<file path="src/rtl/pp_bank_buffer_pkg.sv">
// ============================================================================
// pp_buffer_pkg : shared defaults and width helpers for the bank buffer
// Rev 1.0
// ============================================================================
`default_nettype none

package pp_buffer_pkg;

  localparam int DEF_BIT_LENGTH = 64;
  localparam int DEF_DEPTH      = 16;
  localparam int DEF_NUM_BANKS  = 2;

  // Address width; a single-entry space still needs one bit to form a port.
  function automatic int calc_aw(input int entries);
    return (entries > 1) ? $clog2(entries) : 1;
  endfunction

  function automatic int calc_bw(input int num_banks);
    return (num_banks > 1) ? $clog2(num_banks) : 1;
  endfunction

  function automatic int calc_cw(input int num_banks);
    return $clog2(num_banks + 1);
  endfunction

endpackage

`default_nettype wire

</file>
<file path="src/rtl/pp_bank_buffer_if.sv">
// ============================================================================
// pp_bank_buffer_if : writer/reader bus for the rotating bank buffer
// Rev 1.0
// ============================================================================
`default_nettype none

interface pp_bank_buffer_if
  import pp_buffer_pkg::*;
#(
  parameter int BIT_LENGTH = DEF_BIT_LENGTH,
  parameter int DEPTH      = DEF_DEPTH,
  parameter int NUM_BANKS  = DEF_NUM_BANKS
);
  localparam int AW = calc_aw(DEPTH);
  localparam int BW = calc_bw(NUM_BANKS);
  localparam int CW = calc_cw(NUM_BANKS);

  logic                  wr_en;
  logic [AW-1:0]         wr_addr;
  logic [BIT_LENGTH-1:0] wr_data;
  logic                  wr_commit;
  logic                  wr_bank_ready;
  logic                  wr_drop;
  logic                  rd_en;
  logic [AW-1:0]         rd_addr;
  logic [BIT_LENGTH-1:0] rd_data;
  logic                  rd_valid;
  logic                  rd_release;
  logic                  rd_bank_ready;
  logic [CW-1:0]         occupancy;
  logic [BW-1:0]         wr_bank;
  logic [BW-1:0]         rd_bank;

  modport master (
    output wr_en, wr_addr, wr_data, wr_commit, rd_en, rd_addr, rd_release,
    input  wr_bank_ready, wr_drop, rd_data, rd_valid, rd_bank_ready,
           occupancy, wr_bank, rd_bank
  );

  modport slave (
    input  wr_en, wr_addr, wr_data, wr_commit, rd_en, rd_addr, rd_release,
    output wr_bank_ready, wr_drop, rd_data, rd_valid, rd_bank_ready,
           occupancy, wr_bank, rd_bank
  );

endinterface

`default_nettype wire

</file>
<file path="src/rtl/pp_bank_buffer_sdp_ram.sv">
// ============================================================================
// sdp_ram : simple dual-port RAM, one write port, one registered read port
// Rev 1.0
// ============================================================================
`default_nettype none

module sdp_ram #(
  parameter int WIDTH   = 64,
  parameter int ENTRIES = 32,
  parameter int AW      = 5
) (
  input  logic             clk,
  input  logic             wr_en_i,
  input  logic [AW-1:0]    wr_addr_i,
  input  logic [WIDTH-1:0] wr_data_i,
  input  logic             rd_en_i,
  input  logic [AW-1:0]    rd_addr_i,
  output logic [WIDTH-1:0] rd_data_o
);

  logic [WIDTH-1:0] mem_q [ENTRIES];
  logic [WIDTH-1:0] rd_q;

  // No reset on the array or read register so the tools map this onto block RAM.
  always_ff @(posedge clk) begin
    if (wr_en_i) begin
      mem_q[wr_addr_i] <= wr_data_i;
    end
    if (rd_en_i) begin
      rd_q <= mem_q[rd_addr_i];
    end
  end

  assign rd_data_o = rd_q;

endmodule

`default_nettype wire

</file>
<file path="src/rtl/pp_bank_buffer.sv">
// ============================================================================
// pp_bank_buffer : N-bank rotating buffer with commit/release bank handoff
// Rev 1.0
// ============================================================================
`default_nettype none

module pp_bank_buffer
  import pp_buffer_pkg::*;
#(
  parameter int BIT_LENGTH = DEF_BIT_LENGTH,
  parameter int DEPTH      = DEF_DEPTH,
  parameter int NUM_BANKS  = DEF_NUM_BANKS
) (
  input  logic              clk,
  input  logic              rst,
  pp_bank_buffer_if.slave   bus
);

  localparam int AW  = calc_aw(DEPTH);
  localparam int BW  = calc_bw(NUM_BANKS);
  localparam int CW  = calc_cw(NUM_BANKS);
  localparam int RAW = calc_aw(NUM_BANKS * DEPTH);

  logic [BW-1:0]         wr_ptr_q, wr_ptr_d;
  logic [BW-1:0]         rd_ptr_q, rd_ptr_d;
  logic [CW-1:0]         occ_q, occ_d;
  logic                  rd_valid_q, rd_valid_d;
  logic                  wr_drop_q, wr_drop_d;
  logic                  rd_seen_q, rd_seen_d;

  logic                  w_wr_ready;
  logic                  w_rd_ready;
  logic                  w_commit;
  logic                  w_release;
  logic                  w_ram_we;
  logic [RAW-1:0]        w_wr_ram_addr;
  logic [RAW-1:0]        w_rd_ram_addr;
  logic [BIT_LENGTH-1:0] w_ram_rd_data;

  function automatic logic [BW-1:0] f_advance(input logic [BW-1:0] ptr);
    return (ptr == BW'(NUM_BANKS - 1)) ? '0 : ptr + BW'(1);
  endfunction

  assign w_wr_ready = (occ_q != CW'(NUM_BANKS));
  assign w_rd_ready = (occ_q != '0);
  assign w_commit   = bus.wr_commit  & w_wr_ready;
  assign w_release  = bus.rd_release & w_rd_ready;
  assign w_ram_we   = bus.wr_en      & w_wr_ready;

  // Addresses use the current (pre-advance) pointers, so a write or read in
  // the same cycle as commit/release still lands in the outgoing bank.
  assign w_wr_ram_addr = RAW'(wr_ptr_q) * RAW'(DEPTH) + RAW'(bus.wr_addr);
  assign w_rd_ram_addr = RAW'(rd_ptr_q) * RAW'(DEPTH) + RAW'(bus.rd_addr);

  always_comb begin
    wr_ptr_d   = w_commit  ? f_advance(wr_ptr_q) : wr_ptr_q;
    rd_ptr_d   = w_release ? f_advance(rd_ptr_q) : rd_ptr_q;
    occ_d      = occ_q;
    unique case ({w_commit, w_release})
      2'b10:   occ_d = occ_q + CW'(1);
      2'b01:   occ_d = occ_q - CW'(1);
      default: occ_d = occ_q;
    endcase
    rd_valid_d = bus.rd_en & w_rd_ready;
    wr_drop_d  = (bus.wr_en | bus.wr_commit) & ~w_wr_ready;
    rd_seen_d  = rd_seen_q | bus.rd_en;
  end

  always_ff @(posedge clk) begin
    if (rst) begin
      wr_ptr_q   <= '0;
      rd_ptr_q   <= '0;
      occ_q      <= '0;
      rd_valid_q <= 1'b0;
      wr_drop_q  <= 1'b0;
      rd_seen_q  <= 1'b0;
    end else begin
      wr_ptr_q   <= wr_ptr_d;
      rd_ptr_q   <= rd_ptr_d;
      occ_q      <= occ_d;
      rd_valid_q <= rd_valid_d;
      wr_drop_q  <= wr_drop_d;
      rd_seen_q  <= rd_seen_d;
    end
  end

  sdp_ram #(
    .WIDTH   (BIT_LENGTH),
    .ENTRIES (NUM_BANKS * DEPTH),
    .AW      (RAW)
  ) u_ram (
    .clk       (clk),
    .wr_en_i   (w_ram_we),
    .wr_addr_i (w_wr_ram_addr),
    .wr_data_i (bus.wr_data),
    .rd_en_i   (bus.rd_en),
    .rd_addr_i (w_rd_ram_addr),
    .rd_data_o (w_ram_rd_data)
  );

  // The RAM read register has no reset; mask it to zero until the first
  // read after reset so rd_data still presents its reset value.
  assign bus.rd_data       = rd_seen_q ? w_ram_rd_data : '0;
  assign bus.rd_valid      = rd_valid_q;
  assign bus.wr_drop       = wr_drop_q;
  assign bus.wr_bank_ready = w_wr_ready;
  assign bus.rd_bank_ready = w_rd_ready;
  assign bus.occupancy     = occ_q;
  assign bus.wr_bank       = wr_ptr_q;
  assign bus.rd_bank       = rd_ptr_q;

endmodule

`default_nettype wire

</file>
<file path="src/flat_wrapper.sv">
// flat-port wrapper written by rule: the top's interface ports become plain ports
module pp_bank_buffer_flat import pp_buffer_pkg::*;
#(
  parameter int BIT_LENGTH = DEF_BIT_LENGTH,
  parameter int DEPTH      = DEF_DEPTH,
  parameter int NUM_BANKS  = DEF_NUM_BANKS
)
  (clk, rst, bus_wr_en, bus_wr_addr, bus_wr_data, bus_wr_commit, bus_rd_en, bus_rd_addr, bus_rd_release, bus_wr_bank_ready, bus_wr_drop, bus_rd_data, bus_rd_valid, bus_rd_bank_ready, bus_occupancy, bus_wr_bank, bus_rd_bank);
  pp_bank_buffer_if #(.BIT_LENGTH(BIT_LENGTH), .DEPTH(DEPTH), .NUM_BANKS(NUM_BANKS)) bus_i ();
  input  logic clk;
  input  logic rst;
  input wire logic [$bits(bus_i.wr_en)-1:0] bus_wr_en;
  input wire logic [$bits(bus_i.wr_addr)-1:0] bus_wr_addr;
  input wire logic [$bits(bus_i.wr_data)-1:0] bus_wr_data;
  input wire logic [$bits(bus_i.wr_commit)-1:0] bus_wr_commit;
  input wire logic [$bits(bus_i.rd_en)-1:0] bus_rd_en;
  input wire logic [$bits(bus_i.rd_addr)-1:0] bus_rd_addr;
  input wire logic [$bits(bus_i.rd_release)-1:0] bus_rd_release;
  output wire logic [$bits(bus_i.wr_bank_ready)-1:0] bus_wr_bank_ready;
  output wire logic [$bits(bus_i.wr_drop)-1:0] bus_wr_drop;
  output wire logic [$bits(bus_i.rd_data)-1:0] bus_rd_data;
  output wire logic [$bits(bus_i.rd_valid)-1:0] bus_rd_valid;
  output wire logic [$bits(bus_i.rd_bank_ready)-1:0] bus_rd_bank_ready;
  output wire logic [$bits(bus_i.occupancy)-1:0] bus_occupancy;
  output wire logic [$bits(bus_i.wr_bank)-1:0] bus_wr_bank;
  output wire logic [$bits(bus_i.rd_bank)-1:0] bus_rd_bank;
  assign bus_i.wr_en = bus_wr_en;
  assign bus_i.wr_addr = bus_wr_addr;
  assign bus_i.wr_data = bus_wr_data;
  assign bus_i.wr_commit = bus_wr_commit;
  assign bus_i.rd_en = bus_rd_en;
  assign bus_i.rd_addr = bus_rd_addr;
  assign bus_i.rd_release = bus_rd_release;
  assign bus_wr_bank_ready = bus_i.wr_bank_ready;
  assign bus_wr_drop = bus_i.wr_drop;
  assign bus_rd_data = bus_i.rd_data;
  assign bus_rd_valid = bus_i.rd_valid;
  assign bus_rd_bank_ready = bus_i.rd_bank_ready;
  assign bus_occupancy = bus_i.occupancy;
  assign bus_wr_bank = bus_i.wr_bank;
  assign bus_rd_bank = bus_i.rd_bank;
  pp_bank_buffer #(.BIT_LENGTH(BIT_LENGTH), .DEPTH(DEPTH), .NUM_BANKS(NUM_BANKS)) u_core (.clk(clk), .rst(rst), .bus(bus_i));
endmodule
</file>
<file path="config.mk">
export PLATFORM = sky130hd
export DESIGN_NAME = pp_bank_buffer_flat
export DESIGN_NICKNAME = d
export VERILOG_FILES = /design/src/rtl/pp_bank_buffer_pkg.sv /design/src/rtl/pp_bank_buffer_if.sv /design/src/rtl/pp_bank_buffer_sdp_ram.sv /design/src/rtl/pp_bank_buffer.sv /design/src/flat_wrapper.sv
export SDC_FILE = /design/constraint.sdc
export NUM_CORES = 2
export LEC_CHECK = 0
export CAP_MARGIN = 0
export CORE_ASPECT_RATIO = 1.4
export CORE_MARGIN = 2
export CORE_UTILIZATION = 55
export DETAILED_ROUTE_END_ITERATION = 8
export GPL_TIMING_DRIVEN = 0
export PLACE_DENSITY = 0.72
export SYNTH_ARGS = -nofsm -noshare
export SYNTH_HDL_FRONTEND = slang
export SYNTH_HIERARCHICAL = 1
export SYNTH_SLANG_ARGS = --single-unit
</file>
<file path="constraint.sdc">
create_clock -name clk -period 6 [get_ports clk]
set_input_delay 1.2 -clock clk [delete_from_list [all_inputs] [get_ports clk]]
set_output_delay 1.2 -clock clk [all_outputs]
set_load 0.02 [all_outputs]
</file>
==> metrics.txt <==
status=completed; Mapped Avg Cell Area=25.1 um2; drt drc=0; Routed Antenna Nets=0; worst endpoint required time=4.80 ns; clock sinks=2,119; Place WS=1.08 ns; Crit-path slowest cell=clkbuf_1; Unique masters post-synth=40; crit-path most repeated cell=clkbuf_1; first-pass iteration count of the detailed router=5; vias=38,700; port bufs=145; slew margin rel.=4.71%; RSZ-0062 raised after global routing=false; final worst slack=0.613 ns; CP Class=reg2out; initial DRC count=5,449; largest net degree at the start of global routing=55; GRT Util Overall=28.8%; Cell Area, Placed=86,800 um2; Worst setup startpoint=u_core/rd_seen_q$_SDFF_PP0_; Max clock buf depth=3; design area=92,900 um2; clock tree root driver cell=clkbuf_16; post-detail-place hpwl=134,000 um; fin crit period=5.39 ns; Post-CTS Setup Repair Bufs=0; DR WL/cell=37.1 um; Startpoint Class=register; Inserted Clock Buffers=183; Worst Setup EP=bus_rd_data[38]; WP buf/inv=3; Synth area leader=edfxtp_1; Yosys top cell area share=79.0%; Mapped Nets=3,278; synth top area cells=edfxtp_1 (79%), mux4_2 (17%), mux2_2 (1.0%), and2_1 (0.53%), mux2i_1 (0.47%); Setup Skew=0.0361 ns; crit share post-route=89.8%; RR Endpoint=u_core/u_ram/rd_data_o[45]$_DFFE_PP_; delay-heaviest family, CP=buffers and inverters; Post-synth top cells=edfxtp_1 (2,112), mux4_2 (602), mux2_2 (74), and2_1 (68), buf_2 (65); num ports=150; Die Wd=327 um; Clk Latency, worst-skew pair=0.83 ns; DR vias/cell=6.76; Cell Chain, Critical Path=clkbuf_1, clkbuf_1, and2_1, clkdlybuf4s50_1; max cap viols=0; sequential-to-total area share from yosys stat=79.1%; first-pass GRT wire length=295,000 um; FF-to-FF setup slack=2.34 ns; final setup TNS=0 ns; GP Congestion=0.752; cts repair resizes=0; Final setup viols=0; Worst-Margin Slew=1.43 ns; Reg clk slew, reported paths=0.06 ns; Hold Buf Count CTS=0; VDD IR-drop max=316 uV; Yosys reg bits=2,119; CP endpoint kind=output pin; vias in the first global route=38,800; cell total after placement=5,376; Cells after Synth=3,199; ys flop type=edfxtp_1; CTS tree=done; H-tree Lvls=4; fill count=8,946; total grt overflow=0; Die ar.=149,000 um2; HP Class=reg2reg; f_max=186 MHz; worst r2r path cells=4; Max Fanout on Critical Path=10; ys async rst share=0%; Hold Fails Final Rpt=0; Static Leak=0.0287 uW; slowest stage delay, CP=1.08 ns; EDFF count, synth=2,112; Yosys warnings=6; initial antenna violation count=22; final non-filler cell total=5,724; Hold WS=0.547 ns; total core area=145,000 um2; fraction of layout instances using a drive strength above 1=30.8%; num rows=165; nets=3,721; total wire length=212,000 um; Levels on crit path=4; Area Overhead vs Synth=15.6%; synthesized area=80,300 um2; Worst Path Arrival=4.19 ns; reg-to-reg startpoint=u_core/bus.rd_bank$_SDFFE_PP0P_; Power Dens Cells=335 nW/um2; Slew Viols, Final=0; Initial Util=55.5%; DIE HEIGHT=456 um; most common cell in the netlist=edfxtp_1
==> layout make-up <==
cell class	count	area, um2	share of cell area [%]
diodes	16	40.0	0.0431
clock inverters	108	1190	1.28
flip-flops and latches	2119	63600	68.5
well taps	1920	2400	2.59
plain buffers	163	774	0.834
repair buffers	258	3870	4.17
inverters	3	11.3	0.0121
multi-input cells	914	16200	17.5
clock buffers	223	4790	5.16
==> placed cells by master (no fill, tap or decap), types with 11 or more instances in the layout <==
master / count
edfxtp_1: 2112
mux4_2: 602
clkbuf_16: 186
clkdlybuf4s50_1: 144
clkbuf_1: 96
buf_12: 91
mux2_2: 74
and2_1: 68
buf_2: 66
clkinv_1: 41
mux2i_1: 38
nor2_4: 32
clkinv_2: 28
bufinv_16: 24
buf_16: 21
buf_1: 17
diode_2: 16
nor2_1: 14
buf_4: 14
a221oi_1: 12
o21ai_0: 11
==> cell families after synthesis <==
logic type	synth area share [%]
DFF	79.1
xor gates and xnor gates	0.0327
AOI/OAI and AO/OA	0.494
adders and majority gates	0.0156
buffers and inverters	0.971
muxes	18.4
and+or+nand+nor	0.955
==> where the power goes <==
| group | internal [uW] | leakage, uW | switching [uW] |
|---|---|---|---|
| Combinational | 1030 | 0.00670 | 1500 |
| Sequential | 16600 | 0.0191 | 94.0 |
| Clock | 6720 | 0.00292 | 5170 |
| Total | 24400 | 0.0287 | 6760 |
==> per-stage QoR <==
| stage | utilization, % | total power, uW |
|---|---|---|
| floorplan | - | 18300 |
| global placement | 58.2 | 19500 |
| detailed placement | 60.0 | 19500 |
| CTS | 64.1 | 31300 |
| global route | 64.1 | 31900 |
| finish | 64.2 | 31100 |
==> worst reg2reg max path, stage by stage, from the launching register on <==
cell and delay (ns):
dfxtp_1 0.66, clkbuf_1 0.94, clkbuf_1 0.99, mux4_2 0.46
mux2_2 0.35
==> flip-flops by register name, indices dropped and copies added, names as in the netlist <==
register	flops
u_core/bus.occupancy	2
u_core/bus.rd_bank	1
u_core/bus.rd_valid	1
u_core/bus.wr_bank	1
u_core/bus.wr_drop	1
u_core/rd_seen_q	1
u_core/u_ram/mem_q	2048
u_core/u_ram/rd_data_o	64
==> how the worst min path moves through the flow <==
stage | startpoint | to | slack (ns) | depth (start not counted)
6_report | u_core/bus.occupancy[1]$_SDFFE_PP0P_ | u_core/bus.occupancy[1]$_SDFFE_PP0P_ | 0.55 | 2
3_5_place_dp | u_core/bus.occupancy[1]$_SDFFE_PP0P_ | u_core/bus.occupancy[1]$_SDFFE_PP0P_ | 0.54 | 2
2_1_floorplan | u_core/bus.occupancy[1]$_SDFFE_PP0P_ | u_core/bus.occupancy[1]$_SDFFE_PP0P_ | 0.58 | 2
3_3_place_gp | u_core/bus.occupancy[1]$_SDFFE_PP0P_ | u_core/bus.occupancy[1]$_SDFFE_PP0P_ | 0.53 | 2
4_1_cts | u_core/bus.occupancy[1]$_SDFFE_PP0P_ | u_core/bus.occupancy[1]$_SDFFE_PP0P_ | 0.55 | 2
5_1_grt | u_core/bus.occupancy[1]$_SDFFE_PP0P_ | u_core/bus.occupancy[1]$_SDFFE_PP0P_ | 0.58 | 2
==> per-layer routing <==
metal	vias up	share of wire, %	global-route usage (%)
li1	14800	-	-
met1	20900	34	36.8
met2	2471	52	49.1
met3	475	9.7	5.38
met4	20	4.3	11.2
met5	-	0.060	0
(Power assumes the default switching activity.)
